**src/rtl/usb_ram_port_arbiter_pkg.sv**
```systemverilog
// Shared constants and types for the USB packet RAM port B arbiter.
// Holds the RAM geometry, the CPU IO window base and the grant-owner encoding.
package usb_ram_port_arbiter_pkg;

    localparam int          USB_RAM_ADDR_W   = 8;
    localparam int          USB_RAM_DATA_W   = 32;
    localparam logic [31:0] USB_CPU_WIN_BASE = 32'hC100_0000;

    typedef enum logic {
        GNT_CPU = 1'b0,
        GNT_STR = 1'b1
    } gnt_owner_e;

    // True when a CPU bus address falls inside the 64 KiB USB RAM window.
    function automatic logic in_cpu_window(input logic [31:0] bus_addr);
        return bus_addr[31:16] == USB_CPU_WIN_BASE[31:16];
    endfunction

endpackage

```
**src/rtl/usb_ram_port_arbiter.sv**
```systemverilog
// Shares USB packet RAM port B between the CPU IO bus and the streaming engine.
// Alternates priority under contention so neither side waits more than one foreign grant.
module usb_ram_port_arbiter
    import usb_ram_port_arbiter_pkg::*;
#(
    parameter int ADDR_W = USB_RAM_ADDR_W,
    parameter int DATA_W = USB_RAM_DATA_W
) (
    input  logic                clk_48,
    input  logic                rst_n,
    input  logic                cpu_strobe,
    input  logic                cpu_write,
    input  logic [ADDR_W-1:0]   cpu_addr,
    input  logic [DATA_W/8-1:0] cpu_be,
    input  logic [DATA_W-1:0]   cpu_wdata,
    output logic [DATA_W-1:0]   cpu_rdata,
    output logic                cpu_ready,
    input  logic                str_req,
    input  logic                str_write,
    input  logic [ADDR_W-1:0]   str_addr,
    input  logic [DATA_W-1:0]   str_wdata,
    output logic                str_gnt,
    output logic [DATA_W-1:0]   str_rdata,
    output logic                str_rvalid,
    output logic [DATA_W/8-1:0] ram_we,
    output logic [ADDR_W-1:0]   ram_addr,
    output logic [DATA_W-1:0]   ram_din,
    input  logic [DATA_W-1:0]   ram_dout
);

    localparam int BE_W = DATA_W / 8;

    typedef struct packed {
        logic              write;
        logic [ADDR_W-1:0] addr;
        logic [BE_W-1:0]   be;
        logic [DATA_W-1:0] wdata;
    } cpu_req_t;

    logic              cpu_pend;
    cpu_req_t          cpu_req_q;
    gnt_owner_e        last_grant;
    logic [ADDR_W-1:0] addr_hold;
    logic              issue_cpu;
    logic              issue_str;

    // Issue is gated by rst_n so the RAM port stays quiet for the whole reset.
    always_comb begin
        // NOTE: every always_comb output gets a default first so no path can infer a latch.
        issue_cpu = 1'b0;
        issue_str = 1'b0;
        if (rst_n) begin
            if (cpu_pend && str_req) begin
                issue_cpu = (last_grant == GNT_STR);
                issue_str = (last_grant == GNT_CPU);
            end else begin
                issue_cpu = cpu_pend;
                issue_str = str_req;
            end
        end
    end

    always_comb begin
        ram_we   = '0;
        ram_addr = addr_hold;
        ram_din  = '0;
        str_gnt  = 1'b0;
        if (issue_cpu) begin
            ram_addr = cpu_req_q.addr;
            ram_we   = cpu_req_q.write ? cpu_req_q.be : '0;
            ram_din  = cpu_req_q.wdata;
        end else if (issue_str) begin
            ram_addr = str_addr;
            ram_we   = {BE_W{str_write}};
            ram_din  = str_wdata;
            str_gnt  = 1'b1;
        end
    end

    // RAM read data is synchronous, so both requesters see it the cycle after issue.
    assign cpu_rdata = ram_dout;
    assign str_rdata = ram_dout;

    // NOTE: state flops use non-blocking assignments and an async reset; the RAM array itself is never reset.
    always_ff @(posedge clk_48 or negedge rst_n) begin
        if (!rst_n) begin
            cpu_pend   <= 1'b0;
            cpu_req_q  <= '0;
            last_grant <= GNT_CPU;
            addr_hold  <= '0;
            cpu_ready  <= 1'b0;
            str_rvalid <= 1'b0;
        end else begin
            cpu_ready  <= issue_cpu;
            str_rvalid <= issue_str && !str_write;
            if (issue_cpu) begin
                last_grant <= GNT_CPU;
            end else if (issue_str) begin
                last_grant <= GNT_STR;
            end
            if (issue_cpu || issue_str) begin
                addr_hold <= ram_addr;
            end
            // A strobe while a request is still pending is dropped.
            if (cpu_strobe && !cpu_pend) begin
                cpu_pend  <= 1'b1;
                cpu_req_q <= '{write: cpu_write, addr: cpu_addr, be: cpu_be, wdata: cpu_wdata};
            end else if (issue_cpu) begin
                cpu_pend <= 1'b0;
            end
        end
    end

    a_no_strobe_while_pending : assert property (
        @(posedge clk_48) disable iff (!rst_n) !(cpu_strobe && cpu_pend)
    );

endmodule

```
**config.mk**
```make
export PLATFORM = sky130hd
export DESIGN_NAME = usb_ram_port_arbiter
export DESIGN_NICKNAME = d
export VERILOG_FILES = /design/src/rtl/usb_ram_port_arbiter_pkg.sv /design/src/rtl/usb_ram_port_arbiter.sv
export SDC_FILE = /design/constraint.sdc
export NUM_CORES = 1
export LEC_CHECK = 0
export CORE_ASPECT_RATIO = 0.9
export CORE_MARGIN = 8
export CORE_UTILIZATION = 32
export CTS_BUF_LIST = sky130_fd_sc_hd__clkbuf_16
export DETAILED_ROUTE_END_ITERATION = 12
export PLACE_DENSITY_LB_ADDON = 0.2
export SYNTH_ARGS = -nofsm -noshare
export SYNTH_HDL_FRONTEND = slang
export SYNTH_SLANG_ARGS = --single-unit
```
**constraint.sdc**
```tcl
create_clock -name clk_48 -period 2 [get_ports clk_48]
set_input_delay 0.3 -clock clk_48 [delete_from_list [all_inputs] [get_ports clk_48]]
set_output_delay 0.3 -clock clk_48 [all_outputs]
set_load 0.005 [all_outputs]
```
---- Yosys cells after proc, flatten, opt, wreduce, memory -nomap -nowiden ----
Index checks and enable logic that the tools add are counted.
Widths: inputs -> output; s select.
word-level totals
  register bits after elaboration ......... 57
  input bits .............................. 122
  output and inout port bits .............. 111
  word-level logic and storage cells ...... 35
operators by class
  mux-type cells .......................... 17
  bitwise gates (word level) .............. 1
  reductions and logical operators ........ 8
operators with widths
  operator           number
  $mux 32            2
  $mux 8             2
  $mux 4             3
  $mux 1             10
  $reduce_bool 2->1  2
  $logic_and 1x1->1  3
  $logic_not 1->1    2
  $logic_or 1x1->1   1
  $not 1->1          1

---- Logic depth before layout (Yosys ltp) ----
Gate-level depths: netlist of the first run.
  depth in word-level cells ............... 5
  gate-level depth with buffers ........... 4
  gate-level depth less buffers ........... 3

---- Worst setup path after synthesis of the first run ----
No wires, ideal clock.
  path kind ............................... flip-flop to output port
  start point ............................. register cpu_pend
  end point ............................... output port ram_addr[5]
  data arrival time ....................... 1097 ps
  data required time ...................... 1700 ps
  slack ................................... 603 ps
  cell stages (with the launch flop) ...... 5
  path buffers ............................ 1
  path through ............................ dfrtp_1 -> nand2_1 -> a21oi_4 -> buf_2 -> a221o_1
on the way
  cells in the longest elaborated chain, start to end .. 5
  elaborated cells on any way between the ends .. 7
  classes of those cells .................. mux (6); reduce/logical (1)
RTL lines
  item                    RTL line                     source
  start, declared         usb_ram_port_arbiter.sv:40   logic cpu_pend;
  start signal, assigned  usb_ram_port_arbiter.sv:87   cpu_pend <= 1'b0;
  start signal, assigned  usb_ram_port_arbiter.sv:106  cpu_pend <= 1'b1;
  start signal, assigned  usb_ram_port_arbiter.sv:109  cpu_pend <= 1'b0;
  $logic_and 1x1->1       usb_ram_port_arbiter.sv:53   if (cpu_pend && str_req) begin
  $mux 1                  usb_ram_port_arbiter.sv:53
  $mux 1                  usb_ram_port_arbiter.sv:52   if (rst_n) begin
  $mux 8                  usb_ram_port_arbiter.sv:72   end else if (issue_str) begin
  $mux 8 *                usb_ram_port_arbiter.sv:68   if (issue_cpu) begin
  end, declared           usb_ram_port_arbiter.sv:26   output logic [ADDR_W-1:0] ram_addr,
Every way passes the cells marked *; elsewhere a longest branch is shown, timed or not.

---- Worst setup path in the final report of the first run ----
  start point ............................. register cpu_pend
  end point ............................... output port ram_we[3]
on the way
  cells in the longest elaborated chain, start to end .. 5
  elaborated cells on any way between the ends .. 7
  classes of those cells .................. mux (6); reduce/logical (1)
RTL lines
  item               RTL line                    source
  $logic_and 1x1->1  usb_ram_port_arbiter.sv:53
  $mux 1             usb_ram_port_arbiter.sv:53
  $mux 1             usb_ram_port_arbiter.sv:52
  $mux 4             usb_ram_port_arbiter.sv:72
  $mux 4 *           usb_ram_port_arbiter.sv:68
  end, declared      usb_ram_port_arbiter.sv:25  output logic [DATA_W/8-1:0] ram_we,
Marked as above.

==> results of run 1 <==
[path summary, 6_finish.rpt]
kind | slack [ns] | end | cells past startpoint
setup / recovery | -0.23 | ram_we[3] | 6
hold / removal | 0.06 | cpu_req_q[27] | 2
setup reg to reg | 0.46 | addr_hold[2] | 7
hold reg to reg | 0.50 | cpu_req_q[2] | 1
max in group asynchronous | 1.48 | last_grant | 2
min in group clk_48 | 0.34 | last_grant | 3
[per-layer routing]
layer | global-route usage (%) | part of all wire, %
met5 | 0 | 0
met4 | 7.124 | 3.0
met3 | 7.854 | 12
met2 | 20.53 | 45
met1 | 14.60 | 40
[area by class of cell]
type                            count  share of cell area, %
Clock inverter                      6                  1.067
Tap cell                          126                  3.279
Inverter                            1                0.07806
Clock buffer                        9                  4.684
Multi-Input combinational cell    116                  23.37
Sequential cell                    57                  29.72
Timing Repair Buffer              180                  37.81
[power by group through the flow]
stage / registers [mW] / clock network, mW / logic (mW)
floorplan: 1.77 / 0 / 0.929
global placement: 1.85 / 0 / 1.64
detailed placement: 1.85 / 0 / 1.66
CTS: 1.84 / 1.48 / 1.63
global route: 1.90 / 1.55 / 1.81
finish: 1.84 / 1.43 / 1.66
[cells in the mapped netlist]
cell     number
inv_1         1
mux2_2       45
a21oi_4       1
buf_2        12
a221o_1      16
and2_1        8
o21ai_0       2
nand2_1       3
a21oi_2       1
a32o_1        4
nor2_1        2
a22o_1       32
buf_4        67
dfrtp_1      57
nor2b_1       2
[state kept, by name (all words and copies together) (netlist names)]
register,cells
last_grant,1
str_rvalid,1
cpu_pend,1
cpu_req_q,45
addr_hold,8
cpu_ready,1
[worst register-to-register path: cells and delay by family, from the launching register on]
family	cells	cell delay, ns
AOI/OAI and AO/OA	2	0.34
DFF	1	0.40
buffers and inverters	5	0.68
[metrics by stage]
step                      TNS [ns]  std cells
after floorplan                  0        253
after CTS                   -5.502        479
after global placement      -11.61        456
final                       -1.452        495
after global routing        -3.165        495
after detailed placement    -12.53        456
[repair_timing]
| item | in CTS | in global routing |
|---|---|---|
| resized for setup | 34 | 72 |
| hold buffers | 1 | 0 |
| endpoints found under the hold margin | 1 | 0 |
| buffers inserted | 6 | 12 |
| cloned | 1 | 5 |
| pin swaps | 1 | 0 |
| endpoints found under the setup margin | 45 | 45 |
[cell families after synthesis]
logic type / share of synthesized area, %
AOI/OAI and AO/OA: 16.65
buffers and inverters: 18.30
DFF: 46.06
muxes: 16.36
and+or+nand+nor: 2.626
==> flow_metrics.py, run 1 <==
metrics = {
    "synthesis": {
        "seq_area_frac_synth_pct": 46.06,
        "synth_top_cell_by_area": "dfrtp_1",
        "synthTopCellsByArea": "dfrtp_1 46%, mux2_2 16%, buf_4 16%",
        "syn_area_sq_um": 3097,
        "synthDistinctLibCells": 15,
        "syn_inst": 253,
        "synth_fp_nets": 375,
        "synth_warnings": 0,
        "avgSynthCellArea_sq_um": 12.24,
        "ys_ff_latch": 57,
        "yosys.area.top_type_share_pct": 46.06,
    },
    "power": {
        "switchingPower_mw": 1.294,
        "swShare_pct": 26.23,
        "comb_power_share_pct": 33.7,
        "power_density_nw_per_um2": 1026,
        "seq_power_share_pct": 37.3,
        "clock_power_share_pct": 29.0,
        "power_mw": 4.934,
        "p_leak_nw": 2.289,
        "p_int_mw": 3.640,
        "ir_drop_uv": 384.2,
    },
    "worst_setup_path": {
        "max_stage_delay_ns": 0.50,
        "cp_cell_sequence": "buf_6, a21oi_4, buf_4, buf_12, a32o_1, clkdlybuf4s50_1",
        "critPathLaunch": "cpu_pend",
        "crit_required_ns": 1.70,
        "timing.rr.start": "cpu_pend",
        "cp_num_buf_inv": 4,
        "critical-path-slowest-cell": "clkdlybuf4s50_1",
        "critical_path.top_delay_family": "buffers and inverters",
        "cp-start-kind": "flip-flop",
        "cp.arrival_ns": 1.93,
        "endpoint_kind": "output pin",
        "crit_type": "flip-flop to output pin",
        "worstPathMaxFanout": 12,
    },
    "sta": {
        "period_share_pct": 111.3,
        "rsz0062_at_grt": "true",
        "slew_violations": 0,
        "max_slew.worst_pin.slew_ns": 0.4684,
        "relSlewSlack_pct": 68.77,
        "final_hold_viol_count": 0,
        "max_freq_mhz": 449.0,
        "fin_ws_ns": -0.2270,
        "hold_slack_ns": 0.05945,
        "clock_skew_ns": 0.006859,
        "finalSetupViolCount": 18,
        "fin_crit_ns": 2.227,
    },
    "finish": {
        "diodes": 0,
        "mostFrequentLayoutCell": "clkdlybuf4s50_1",
        "nets": 487,
        "regArea_sq_um": 1429,
        "area_delta_synth_final_pct": 55.27,
        "layout_common_cells": "91 x clkdlybuf4s50_1, 55 x dfrtp_1, 45 x mux2_2",
        "multi_input_area_sq_um": 1124,
        "drive_gt1_share_pct": 34.69,
        "post-route-util_pct": 50.46,
        "stdcell_area_sq_um": 4808,
        "fill_cells": 888,
    },
    "clock_network": {
        "cts_max_level": 3,
        "cts_root_buf": "clkbuf_16",
        "cts_tree": "yes",
        "cts_buffers": 9,
        "clock_sinks": 57,
        "path_clk_slew_ns": 0.05,
        "clk-insertion-delay-late_ns": 0.32,
        "clockBufferDepth": 2,
    },
    "placement": {
        "dpl_worst_slack_ns": -0.3197,
        "place_congestion": 0.6617,
        "port_buffers": 136,
        "place_hpwl_um": 6330,
        "postPlaceCellArea_sq_um": 4275,
    },
    "global_route": {
        "grt_usage_pct": 13.43,
        "grt_pass1_wl_um": 13680,
        "grt-ovfl-total": 0,
        "grt_max_degree": 37,
        "grt_antenna_before_repair": 0,
        "grt_pass1_vias": 2539,
    },
    "drt": {
        "num_vias": 2378,
        "wl_per_cell_um": 18.74,
        "ant_nets": 0,
        "firstDrtPassIters": 4,
        "drc_errors": 0,
        "drtIter0Drc": 64,
        "routed_wl_um": 9276,
        "via_per_inst": 4.804,
    },
    "floorplanning": {
        "dieArea_sq_um": 13090,
        "rows": 34,
        "die_h_um": 109.3,
        "io_pins": 233,
        "start_util_pct": 32.50,
        "chipWidth_um": 119.7,
        "coreArea_sq_um": 9529,
    },
    "run_status": {
        "violations": "setup timing",
        "status": "finished with violations",
    },
    "hold_path": {
        "min_path_type": "input pin to async pin",
    },
    "run": {
        "cap_violations": 0,
    },
}
No activity file was read; power rests on OpenSTA's default activity.
==> inputs of run 2 (changes only) <==
--- a/config.mk
+++ b/config.mk
@@ -11,6 +11,7 @@
 export CTS_BUF_LIST = sky130_fd_sc_hd__clkbuf_16
 export DETAILED_ROUTE_END_ITERATION = 12
 export PLACE_DENSITY_LB_ADDON = 0.2
+export SETUP_SLACK_MARGIN = 0.3
 export SYNTH_ARGS = -nofsm -noshare
 export SYNTH_HDL_FRONTEND = slang
 export SYNTH_SLANG_ARGS = --single-unit
==> flow_metrics.py, run 2 (synthesized netlist as in run 1, its figures left out) <==
metrics = {
    "finish": {
        "post-route-util_pct": 50.07,
        "mostFrequentLayoutCell": "clkdlybuf4s50_1",
        "nets": 494,
        "diodes": 0,
        "top_regs": "cpu_req_q x45, addr_hold x8",
        "largest-register": "cpu_req_q",
        "area_delta_synth_final_pct": 54.06,
        "drive_gt1_share_pct": 42.82,
        "largest_reg_flops": 45,
        "layout_common_cells": "89 x clkdlybuf4s50_1, 55 x dfrtp_1, 45 x mux2_2",
        "stdcell_area_sq_um": 4771,
    },
    "drt": {
        "wl_per_cell_um": 18.46,
        "num_vias": 2415,
        "routed_wl_um": 9267,
        "firstDrtPassIters": 4,
        "ant_nets": 0,
        "drc_errors": 0,
        "drtIter0Drc": 65,
        "via_per_inst": 4.811,
    },
    "floorplanning": {
        "start_util_pct": 32.50,
        "dieArea_sq_um": 13090,
        "die_h_um": 109.3,
        "chipWidth_um": 119.7,
        "io_pins": 233,
        "rows": 34,
        "coreArea_sq_um": 9529,
    },
    "run_status": {
        "violations": "setup timing",
        "status": "finished with violations",
    },
    "sta": {
        "clock_skew_ns": 0.008028,
        "max_slew.worst_pin.slew_ns": 0.4667,
        "slew_violations": 0,
        "finalSetupViolCount": 7,
        "tns_ns": -0.04844,
        "rsz0062_at_grt": "true",
        "fin_ws_ns": -0.02643,
        "final_hold_viol_count": 0,
        "hold_slack_ns": 0.05616,
        "fin_crit_ns": 2.026,
        "period_share_pct": 101.3,
        "max_freq_mhz": 493.5,
        "relSlewSlack_pct": 68.89,
    },
    "placement": {
        "place_congestion": 0.6617,
        "port_buffers": 136,
        "postPlaceCellArea_sq_um": 4275,
        "place_hpwl_um": 6330,
    },
    "worst_setup_path": {
        "cp.arrival_ns": 1.73,
        "worstPathMaxFanout": 8,
        "crit_type": "flip-flop to output pin",
        "cp-start-kind": "flip-flop",
        "cp_num_buf_inv": 5,
        "max_stage_delay_ns": 0.43,
        "critical_path.top_delay_family": "buffers and inverters",
        "crit_required_ns": 1.70,
        "cp_cell_sequence": "inv_2, a21oi_4, buf_12, buf_8, buf_6, a221o_1, buf_2",
        "endpoint_kind": "output pin",
        "critical-path-slowest-cell": "dfrtp_2",
    },
    "global_route": {
        "grt_pass1_vias": 2535,
        "grt_pass1_wl_um": 13680,
        "grt_usage_pct": 13.44,
        "grt_max_degree": 37,
        "grt-ovfl-total": 0,
        "grt_antenna_before_repair": 0,
    },
    "clock_network": {
        "cts_root_buf": "clkbuf_16",
        "cts_buffers": 9,
        "path_clk_slew_ns": 0.05,
        "clock_sinks": 57,
        "clockBufferDepth": 2,
        "cts_max_level": 3,
        "clk-insertion-delay-late_ns": 0.32,
        "cts_tree": "yes",
    },
    "hold_path": {
        "min_path_type": "input pin to async pin",
    },
    "run": {
        "cap_violations": 0,
    },
    "power": {
        "power_mw": 4.928,
        "p_leak_nw": 2.123,
        "ir_drop_uv": 395.9,
        "power_density_nw_per_um2": 1033,
    },
}
[run 2: worst paths after layout]
kind | cells after the start | endpoint | slack, ns | startpoint
min reg2reg | 1 | cpu_req_q[2] | 0.50 | cpu_req_q[2]
min in group clk_48 | 3 | last_grant | 0.34 | rst_n
min | 2 | cpu_req_q[27] | 0.06 | rst_n
max in group asynchronous | 2 | last_grant | 1.48 | rst_n
max reg2reg | 7 | addr_hold[3] | 0.44 | last_grant
max | 7 | ram_addr[5] | -0.03 | last_grant
[run 2: cell type report]
cell class,count,area (sq um)
clock buffer,9,225.2
clock inverter,6,51.30
fill,899,4758
inverter,1,3.754
multi-input combinational,116,1124
sequential,57,1429
tap,126,157.7
timing repair buffer,187,1780
[run 2: per-stage QoR]
step	std cells	setup slack [ns]
floorplan	253	0.6033
global placement	456	-0.3181
detailed placement	456	-0.3197
CTS	479	-0.2694
global route	502	-0.1127
finish	502	-0.02643
[run 2: per-layer routing]
layer  global-route usage, %  wire [um]  vias to the layer above
met3                   7.854       1043                       31
met1                   14.63       3664                     1163
met2                   20.53       4296                      114
met4                   7.124        263                        0
li1                        -          -                     1107
met5                       0          0                        -
[run 2: report_power, final]
part	internal, mW	switching [mW]
clock	0.937	0.499
sequential	1.59	0.247
combinational	1.09	0.556
total	3.63	1.30
[run 2: what timing repair did]
item                                   4_1_cts  5_1_grt
gates cloned                                 1        4
pin swaps                                    1       17
hold buffers                                 1        0
resized for setup                           84       93
endpoints found under the hold margin        1        0
setup endpoints to repair                   45       45
setup buffers                                6       19
